--- src/rtl/key_sw_input_port.sv ---
// key_sw_input_port: synchronized, debounced switch/key port with sticky key events.
// Define KEY_SW_DEBOUNCE_EN to enable the per-bit debounce counters.
module key_sw_input_port #(
  parameter int unsigned DEBOUNCE_CYCLES = 16,
  parameter logic [31:0] BASE_ADDR       = 32'h0000_00C0
) (
  input  logic        clock,
  input  logic        resetn,
  input  logic [9:0]  sw,
  input  logic [2:0]  key,
  input  logic [31:0] addr,
  input  logic        rd,
  output logic [31:0] rdata,
  output logic        irq
);

  // keys idle high, switches idle low
  localparam logic [12:0] RST_VAL = {3'b111, 10'b0};

  if (DEBOUNCE_CYCLES < 1 || DEBOUNCE_CYCLES > 65535) begin : g_bad_cycles
    $error("DEBOUNCE_CYCLES must be 1..65535");
  end
  if (BASE_ADDR[3:0] != 4'h0) begin : g_bad_base
    $error("BASE_ADDR must be 16-byte aligned");
  end

  logic [12:0] raw;
  logic [12:0] s1;
  logic [12:0] stable;
  logic [12:0] stable_d;
  logic [2:0]  evt;
  logic [2:0]  evt_d;
  logic [2:0]  new_set;
  logic        hit;
  logic        clear;
  logic        unused_addr;

  assign raw         = {key, sw};
  assign unused_addr = ^addr[1:0];

  always_ff @(posedge clock or negedge resetn) begin
    if (!resetn) begin
      s1 <= RST_VAL;
    end else begin
      s1 <= raw;
    end
  end

`ifdef KEY_SW_DEBOUNCE_EN
  localparam int CW = $clog2(DEBOUNCE_CYCLES + 1);
  localparam logic [CW-1:0] LAST = CW'(DEBOUNCE_CYCLES - 1);

  logic [12:0]   s2;
  logic [CW-1:0] cnt   [13];
  logic [CW-1:0] cnt_d [13];

  always_ff @(posedge clock or negedge resetn) begin
    if (!resetn) begin
      s2 <= RST_VAL;
    end else begin
      s2 <= s1;
    end
  end

  // accept on the edge that would make the mismatch run DEBOUNCE_CYCLES long
  always_comb begin
    stable_d = stable;
    for (int i = 0; i < 13; i++) begin
      cnt_d[i] = '0;
      if (s2[i] != stable[i]) begin
        if (cnt[i] == LAST) begin
          stable_d[i] = s2[i];
        end else begin
          cnt_d[i] = cnt[i] + 1'b1;
        end
      end
    end
  end

  always_ff @(posedge clock or negedge resetn) begin
    if (!resetn) begin
      for (int i = 0; i < 13; i++) begin
        cnt[i] <= '0;
      end
    end else begin
      for (int i = 0; i < 13; i++) begin
        cnt[i] <= cnt_d[i];
      end
    end
  end
`else
  // stable register acts as the second synchronizer flop
  assign stable_d = s1;
`endif

  assign new_set = stable[12:10] & ~stable_d[12:10];
  assign hit     = (addr[31:4] == BASE_ADDR[31:4]);
  assign clear   = rd & hit & (addr[3:2] == 2'd2);
  assign evt_d   = (clear ? 3'b000 : evt) | new_set;
  assign irq     = |evt;

  always_ff @(posedge clock or negedge resetn) begin
    if (!resetn) begin
      stable <= RST_VAL;
      evt    <= 3'b000;
    end else begin
      stable <= stable_d;
      evt    <= evt_d;
    end
  end

  always_comb begin
    rdata = 32'h0;
    if (hit) begin
      unique case (addr[3:2])
        2'd0: rdata = {22'b0, stable[9:0]};
        2'd1: rdata = {29'b0, ~stable[12:10]};
        2'd2: rdata = {29'b0, evt};
        2'd3: rdata = {31'b0, irq};
      endcase
    end
  end

endmodule
--- config.mk ---
export PLATFORM = sky130hd
export DESIGN_NAME = key_sw_input_port
export DESIGN_NICKNAME = d
export VERILOG_FILES = /design/src/rtl/key_sw_input_port.sv
export SDC_FILE = /design/constraint.sdc
export NUM_CORES = 1
export LEC_CHECK = 0
export CAP_MARGIN = 10
export CORE_MARGIN = 4
export CORE_UTILIZATION = 50
export DETAILED_ROUTE_END_ITERATION = 8
export DONT_BUFFER_PORTS = 1
export PLACE_DENSITY_LB_ADDON = 0.3
export SETUP_SLACK_MARGIN = 0.15
export SYNTH_ARGS = -nofsm -noshare
export SYNTH_HDL_FRONTEND = slang
export SYNTH_SLANG_ARGS = --single-unit
--- constraint.sdc ---
create_clock -name clock -period 1.9 [get_ports clock]
set_clock_uncertainty 0.2 [all_clocks]
set_input_delay 0.19 -clock clock [delete_from_list [all_inputs] [get_ports clock]]
set_output_delay 0.19 -clock clock [all_outputs]
set_load 0.01 [all_outputs]
==> results of run 1 <==
## how the worst max path moves through the flow
stage,cells past startpoint,endpoint
finish,4,rdata[0]
global route,4,rdata[0]
CTS,4,rdata[0]
detailed placement,4,rdata[7]
global placement,4,rdata[4]
floorplan,3,rdata[3]
## cell usage after synthesis (all sizes together), types with 2 or more instances
library cell / instances
o22ai: 2
buf: 22
a21oi: 2
dfrtp: 23
dfstp: 6
nor4b: 3
o21ai: 2
and2: 10
nor2b: 2
nand2: 2
nor4: 4
mux2i: 2
inv: 4
## layer usage
metal	share of wire	vias to the layer above
met3	0.11	4
met2	0.56	55
met5	0	-
met4	0.019	0
li1	-	335
met1	0.32	336
## logic make-up (layout without fill, tap and decap cells)
logic type / count (synthesis) / after routing / synth area share
flops: 29 / 29 / 0.606
compound gates: 7 / 7 / 0.0341
mux: 3 / 3 / 0.0352
other cells: 1 / 22 / 0.00310
buf+inv: 27 / 36 / 0.152
simple gates: 28 / 28 / 0.170
## metrics by stage
step	instances	total power, mW	hold WS [ns]	TNS (ns)	setup slack [ns]
finish	153	1.11	0.0484	-0.0456	-0.0456
global route	153	1.17	0.0587	-0.108	-0.108
CTS	151	1.13	0.0216	-0.0399	-0.0399
detailed placement	121	0.709	-0.305	0	0.0653
global placement	121	0.706	-0.305	0	0.0844
floorplan	116	0.739	-0.306	0	0.283
## worst reg2reg max path: stages (launching register included)
cell and delay [ns]:
dfrtp_1 0.40, buf_4 0.14, buf_4 0.12, a21oi_1 0.10
o21ai_0 0.09
## repair_timing
| item | in CTS | in global routing |
|---|---|---|
| hold buffers | 17 | 0 |
| setup endpoints to repair | 10 | 8 |
| pin swaps | 8 | 3 |
| hold endpoints to repair | 45 | 0 |
| gates resized for setup | 14 | 6 |
| setup buffers | 5 | 2 |
## power groups by stage
stage | Combinational [mW] | Clock (mW) | Sequential [mW]
detailed placement | 0.0381 | 0 | 0.671
floorplan | 0.0720 | 0 | 0.667
finish | 0.0835 | 0.369 | 0.659
global route | 0.0930 | 0.415 | 0.662
global placement | 0.0377 | 0 | 0.669
CTS | 0.0804 | 0.389 | 0.659
## placed cells by master (no fill, tap or decap), types with 2 or more instances in the layout
master / Yosys / routed
dlygate4sd3_1: 0 / 16
clkbuf_4: 0 / 5
clkbuf_1: 1 / 2
inv_2: 0 / 3
dfstp_2: 6 / 6
buf_4: 22 / 6
o22ai_1: 2 / 2
nor4_1: 4 / 2
nor2b_1: 2 / 2
nor4b_4: 1 / 2
a21oi_1: 2 / 2
dfrtp_1: 23 / 23
nand2_1: 2 / 2
o21ai_0: 2 / 2
and2_4: 0 / 9
mux2i_1: 2 / 2
conb_1: 1 / 22
## sequential cells by signal, indices dropped and copies added (netlist names)
register	count
stable	13
s1	13
evt	3
## area by class of cell
cell class / instances / share of cell area
Sequential cell: 29 / 0.482
Timing Repair Buffer: 24 / 0.155
Inverter: 4 / 0.00987
Multi-Input combinational cell: 60 / 0.291
Clock buffer: 8 / 0.0387
Tap cell: 28 / 0.0230
==> summary.txt, run 1 <==
Global routing
  • Met2 usage: 0.261
  • Largest net degree at the start of global routing: 30
  • Initial antenna violation count: 0
  • GR peak layer: met2
  • Grt ovf: 0
  • Grt met3 use: 0.0430
  • Vias in the first global route: 749
  • Met1 Use GR: 0.153
  • First-pass GRT wire length: 3500 µm
  • Total track usage: 0.148

Logic synthesis
  • Seq/Total Area, Yosys: 0.606
  • Async SR Flop Fraction: 1.00
  • Ranking of synthesized cells by area: dfrtp_1 (48%), buf_4 (14%), dfstp_2 (13%)
  • Synthesized flop and latch total: 29
  • Unique masters post-synth: 26
  • Syn_area_per_cell: approximately 13 µm²
  • Biggest area consumer among synthesized cells: dfrtp_1
  • Synth Instances: 95
  • Post-synth EDFFs: 0
  • Post-synth top flop: dfrtp_1
  • Yosys warning count: 0
  • Yosys top cell area share: 0.476
  • Mapped Area: 1210 µm²

Timing
  • Period minus WS final: 1.95 ns
  • Setup WS post-layout: -0.0456 ns
  • Fmax: 0.514 GHz
  • RSZ-0062 raised after global routing: yes
  • Final setup viols: 1
  • Final Hold Viols: 0
  • Tcrit/Tclk final: 1.02
  • Slew Viols, Final: 0

Die
  • Io pins: 81
  • Core Area: between 2000 and 2500 µm²
  • Site Rows: 17
  • Die Y: roughly 57 µm
  • Width of the die: 57.2 µm
  • Initial core utilization: 0.537
  • DIE AREA: 3270 µm²

Clock tree
  • Clock Path Buffers: 2
  • CTS Buf Count: 5
  • Clk_lat worst skew: 0.31 ns
  • Root Driver: clkbuf_4
  • Sink Count: 29
  • CTS HTree Levels: 2
  • CTS tree: done
  • Reg clk slew, reported paths: 0.09 ns

Power and ir drop
  • Logic pwr share: 0.075
  • Cell Int Power: between 800 and 900 µW
  • Pwr dens: 731 nW/µm²
  • Share of power burned in registers: 0.593
  • Switching Share: 0.215
  • IR drop worst, VDD: 0.721 mV
  • Clk pwr share: 0.332
  • Lkg Pwr: 0.696 nW
  • Sw Pwr: 239 µW

Finish
  • Register Area: 733 µm²
  • Multi-input gate area: 443 µm²
  • Final instance area: ~1500 µm²
  • Final #Nets: 172
  • Area grow syn2layout: 25.7%
  • Ant diodes: 0
  • Final Util: 0.675
  • Layout cell share with drive strength beyond 1: 0.320
  • Filler cells: 154

Critical path
  • Worst EP arrival: 1.56 ns
  • Crit path cell chain: inv_2, nand3_4, mux4_2, and2_4
  • Worst path max stage delay: about 0.47 ns
  • Reg2reg path depth: 4
  • Critical Path Start: evt[2]
  • Critical path's top delay family: multiplexers
  • Bufs and invs on worst path: 1
  • Worst Setup End Kind: output pin
  • Worst setup SP type: flop
  • Reg2reg setup slack: approximately 0.73 ns
  • R2r endpoint: evt[2]
  • Setup CP Type: reg -> out
  • Slowest CP cell: mux4_2
  • Worst EP required: 1.51 ns
  • Worst R2R Start: evt[2]
  • CP max FO: 2

Drt
  • DR iter-0 viols: 10
  • Total wire length: between 2000 and 2500 µm
  • Remaining DRCs: 0
  • Routed vias/inst: 4.77
  • WL/cell: 15.6 µm
  • Via count: 730
  • Antenna Nets Post-Route: 0
  • DR pass1 iterations: 4

Flow run
  • Max-cap viol count: 0

Placement
  • PortBufs: 0
  • Final HPWL DP: approximately 1600 µm
  • Area after DPL: between 1000 and 1500 µm²
  • GP Congestion: 0.755

Hold path
  • HP Class: in -> reg
  • Worst Hold End: evt[2]
  • Hold Path Depth: 3
  • HP Start: addr[4]

Outcome
  • Violated checks: setup timing
  • Status: finished with violations
No activity file was read; power rests on OpenSTA's default activity.
==> run 2, diff against run 1 <==
--- a/config.mk
+++ b/config.mk
@@ -7,7 +7,7 @@
 export LEC_CHECK = 0
 export CAP_MARGIN = 10
 export CORE_MARGIN = 4
-export CORE_UTILIZATION = 50
+export CORE_UTILIZATION = 60
 export DETAILED_ROUTE_END_ITERATION = 8
 export DONT_BUFFER_PORTS = 1
 export PLACE_DENSITY_LB_ADDON = 0.3
==> summary.txt, run 2 (synthesis results as in run 1) <==
Outcome
  • Status: finished with violations (unchanged)
  • Violated checks: setup timing (unchanged)

Die
  • Io pins: 81 (unchanged)
  • Die Y: 52.9 µm (was 57.2 µm)
  • DIE AREA: 2800 µm² (was 3270 µm²)
  • Width of the die: 52.9 µm (was 57.2 µm)
  • Initial core utilization: 0.665 (was 0.537)
  • Core Area: 1820 µm² (was 2250 µm²)
  • Site Rows: 15 (was 17)

Global routing
  • Vias in the first global route: 827 (was 749)
  • Largest net degree at the start of global routing: 30 (unchanged)
  • Grt ovf: 0 (unchanged)
  • Total track usage: 0.216 (was 0.148)
  • Initial antenna violation count: 0 (unchanged)
  • First-pass GRT wire length: 3940 µm (was 3500 µm)

Placement
  • Final HPWL DP: 1780 µm (was 1650 µm)
  • Placement Setup Slack: 0.0774 ns (was 0.0653 ns)
  • PortBufs: 0 (unchanged)
  • GP Congestion: 0.726 (was 0.755)

Critical path
  • CP max FO: 2 (unchanged)
  • Worst EP required: 1.51 ns (about the same)
  • Worst R2R Start: evt[2] (unchanged)
  • Crit path cell chain: inv_2, nand3_4, mux4_2, and2_4 (unchanged)
  • Setup CP Type: reg -> out (unchanged)
  • Worst Setup End Kind: output pin (unchanged)
  • Worst setup SP type: flop (unchanged)
  • Worst path max stage delay: 0.47 ns (about the same)
  • Reg2reg setup slack: 0.73 ns (about the same)
  • Slowest CP cell: mux4_2 (unchanged)
  • Reg2reg path depth: 4 (unchanged)
  • Worst EP arrival: 1.54 ns (was 1.56 ns)
  • R2r endpoint: evt[2] (unchanged)

Timing
  • Setup_tns: -0.0346 ns (was -0.0456 ns)
  • Period minus WS final: 1.93 ns (was 1.95 ns)
  • Hold_ws: 0.0497 ns (was 0.0484 ns)
  • Fmax: 0.517 GHz (was 0.514 GHz)
  • Final Hold Viols: 0 (unchanged)
  • Slew Viols, Final: 0 (unchanged)
  • Tcrit/Tclk final: 1.02 (about the same)
  • Final setup viols: 1 (unchanged)
  • Setup WS post-layout: -0.0346 ns (was -0.0456 ns)
  • RSZ-0062 raised after global routing: yes (unchanged)

Drt
  • Via count: 759 (was 730)
  • Antenna Nets Post-Route: 0 (unchanged)
  • WL/cell: 18.4 µm (was 15.6 µm)
  • DR pass1 iterations: 4 (unchanged)
  • DR iter-0 viols: 5 (was 10)
  • Total wire length: 2740 µm (was 2390 µm)
  • Routed vias/inst: 5.09 (was 4.77)
  • Remaining DRCs: 0 (unchanged)

Finish
  • Area grow syn2layout: 24.9% (was 25.7%)
  • Final #Nets: 171 (was 172)
  • Multi-input gate area: 437 µm² (was 443 µm²)
  • Layout cell share with drive strength beyond 1: 0.339 (was 0.320)
  • Filler cells: 100 (was 154)
  • Commonest non-fill, non-tap cell in the layout: dfrtp_1 (unchanged)
  • Most frequent cells in the layout: dfrtp_1 (23), conb_1 (22), dlygate4sd3_1 (16), and2_4 (10) (was dfrtp_1 (23), conb_1 (22), dlygate4sd3_1 (16), and2_4 (9))
  • Biggest registers after layout: s1: 13 flops, stable: 13 flops, evt: 3 flops (unchanged)
  • Register Area: 733 µm² (unchanged)
  • Ant diodes: 0 (unchanged)
  • Final Util: 0.830 (was 0.675)

Clock tree
  • Clock Path Buffers: 2 (unchanged)
  • CTS HTree Levels: 2 (unchanged)
  • Reg clk slew, reported paths: 0.09 ns (about the same)
  • CTS tree: done (unchanged)
  • Clk_lat worst skew: 0.31 ns (about the same)
  • Sink Count: 29 (unchanged)
  • CTS Buf Count: 5 (unchanged)
  • Root Driver: clkbuf_4 (unchanged)

Power and ir drop
  • Pwr Total: 1.16 mW (was 1.11 mW)
  • Lkg Pwr: 0.694 nW (was 0.696 nW)
  • IR drop worst, VDD: 0.897 mV (was 0.721 mV)
  • Pwr dens: 768 nW/µm² (was 731 nW/µm²)

Hold path
  • Worst Hold End: evt[1] (was evt[2])
  • Hold Path Depth: 3 (unchanged)
  • HP Start: addr[31] (was addr[4])
  • HP Class: in -> reg (unchanged)

Flow run
  • Max-cap viol count: 0 (unchanged)
==> run 2: changes by cell type in the layout (fill, tap and decap cells not counted), sizes merged <==
cell and change:
buf -1, clkbuf -1, clkinv +1
==> run 2: how the worst max path moves through the flow <==
stage                          end  slack, ns      from  cells past startpoint
after floorplan           rdata[3]       0.28  addr[31]                      3
after global placement    rdata[9]       0.07  addr[10]                      4
after detailed placement  rdata[4]       0.08  addr[10]                      4
after CTS                 rdata[0]      -0.04    evt[1]                      4
after global routing      rdata[0]      -0.09    evt[1]                      4
final                     rdata[0]      -0.03    evt[2]                      4
==> run 2: repair_timing <==
action | in CTS | in global routing
setup buffers | 5 | 1
pin swaps | 9 | 6
hold endpoints to repair | 45 | 0
resized for setup | 15 | 4
setup endpoints to repair | 10 | 10
hold buffers | 17 | 0
==> run 2: layer usage <==
layer / GRT usage / share of wire
met1: 0.215 / 0.32
met4: 0.0894 / 0.026
met5: 0 / 0
met2: 0.399 / 0.54
met3: 0.0789 / 0.12
==> run 2: through the flow <==
| step | cell area (µm²) | cells |
|---|---|---|
| finish | 1510 | 149 |
| global route | 1510 | 149 |
| CTS | 1480 | 148 |
| detailed placement | 1150 | 118 |
| global placement | 1150 | 118 |
| floorplan | 1290 | 116 |
==> run 2: worst max-delay path: cells and delay by family, from the launching register on <==
kind | cells | cell delay, ns
and+or+nand+nor | 2 | 0.27
DFF | 1 | 0.40
buffers and inverters | 1 | 0.09
muxes | 1 | 0.47
==> run 2: area by class of cell <==
type / count / share of cell area
multi-input combinational: 60 / 0.289
inverter: 4 / 0.00993
clock buffer: 7 / 0.0430
sequential: 29 / 0.485
clock inverter: 1 / 0.00331
timing repair buffer: 23 / 0.149
tap: 25 / 0.0207
==> run 2: report_power, final <==
part	leakage, nW	switching [mW]	internal (mW)
Sequential	0.322	0.00963	0.650
Clock	0.0413	0.201	0.214
Combinational	0.331	0.0466	0.0400
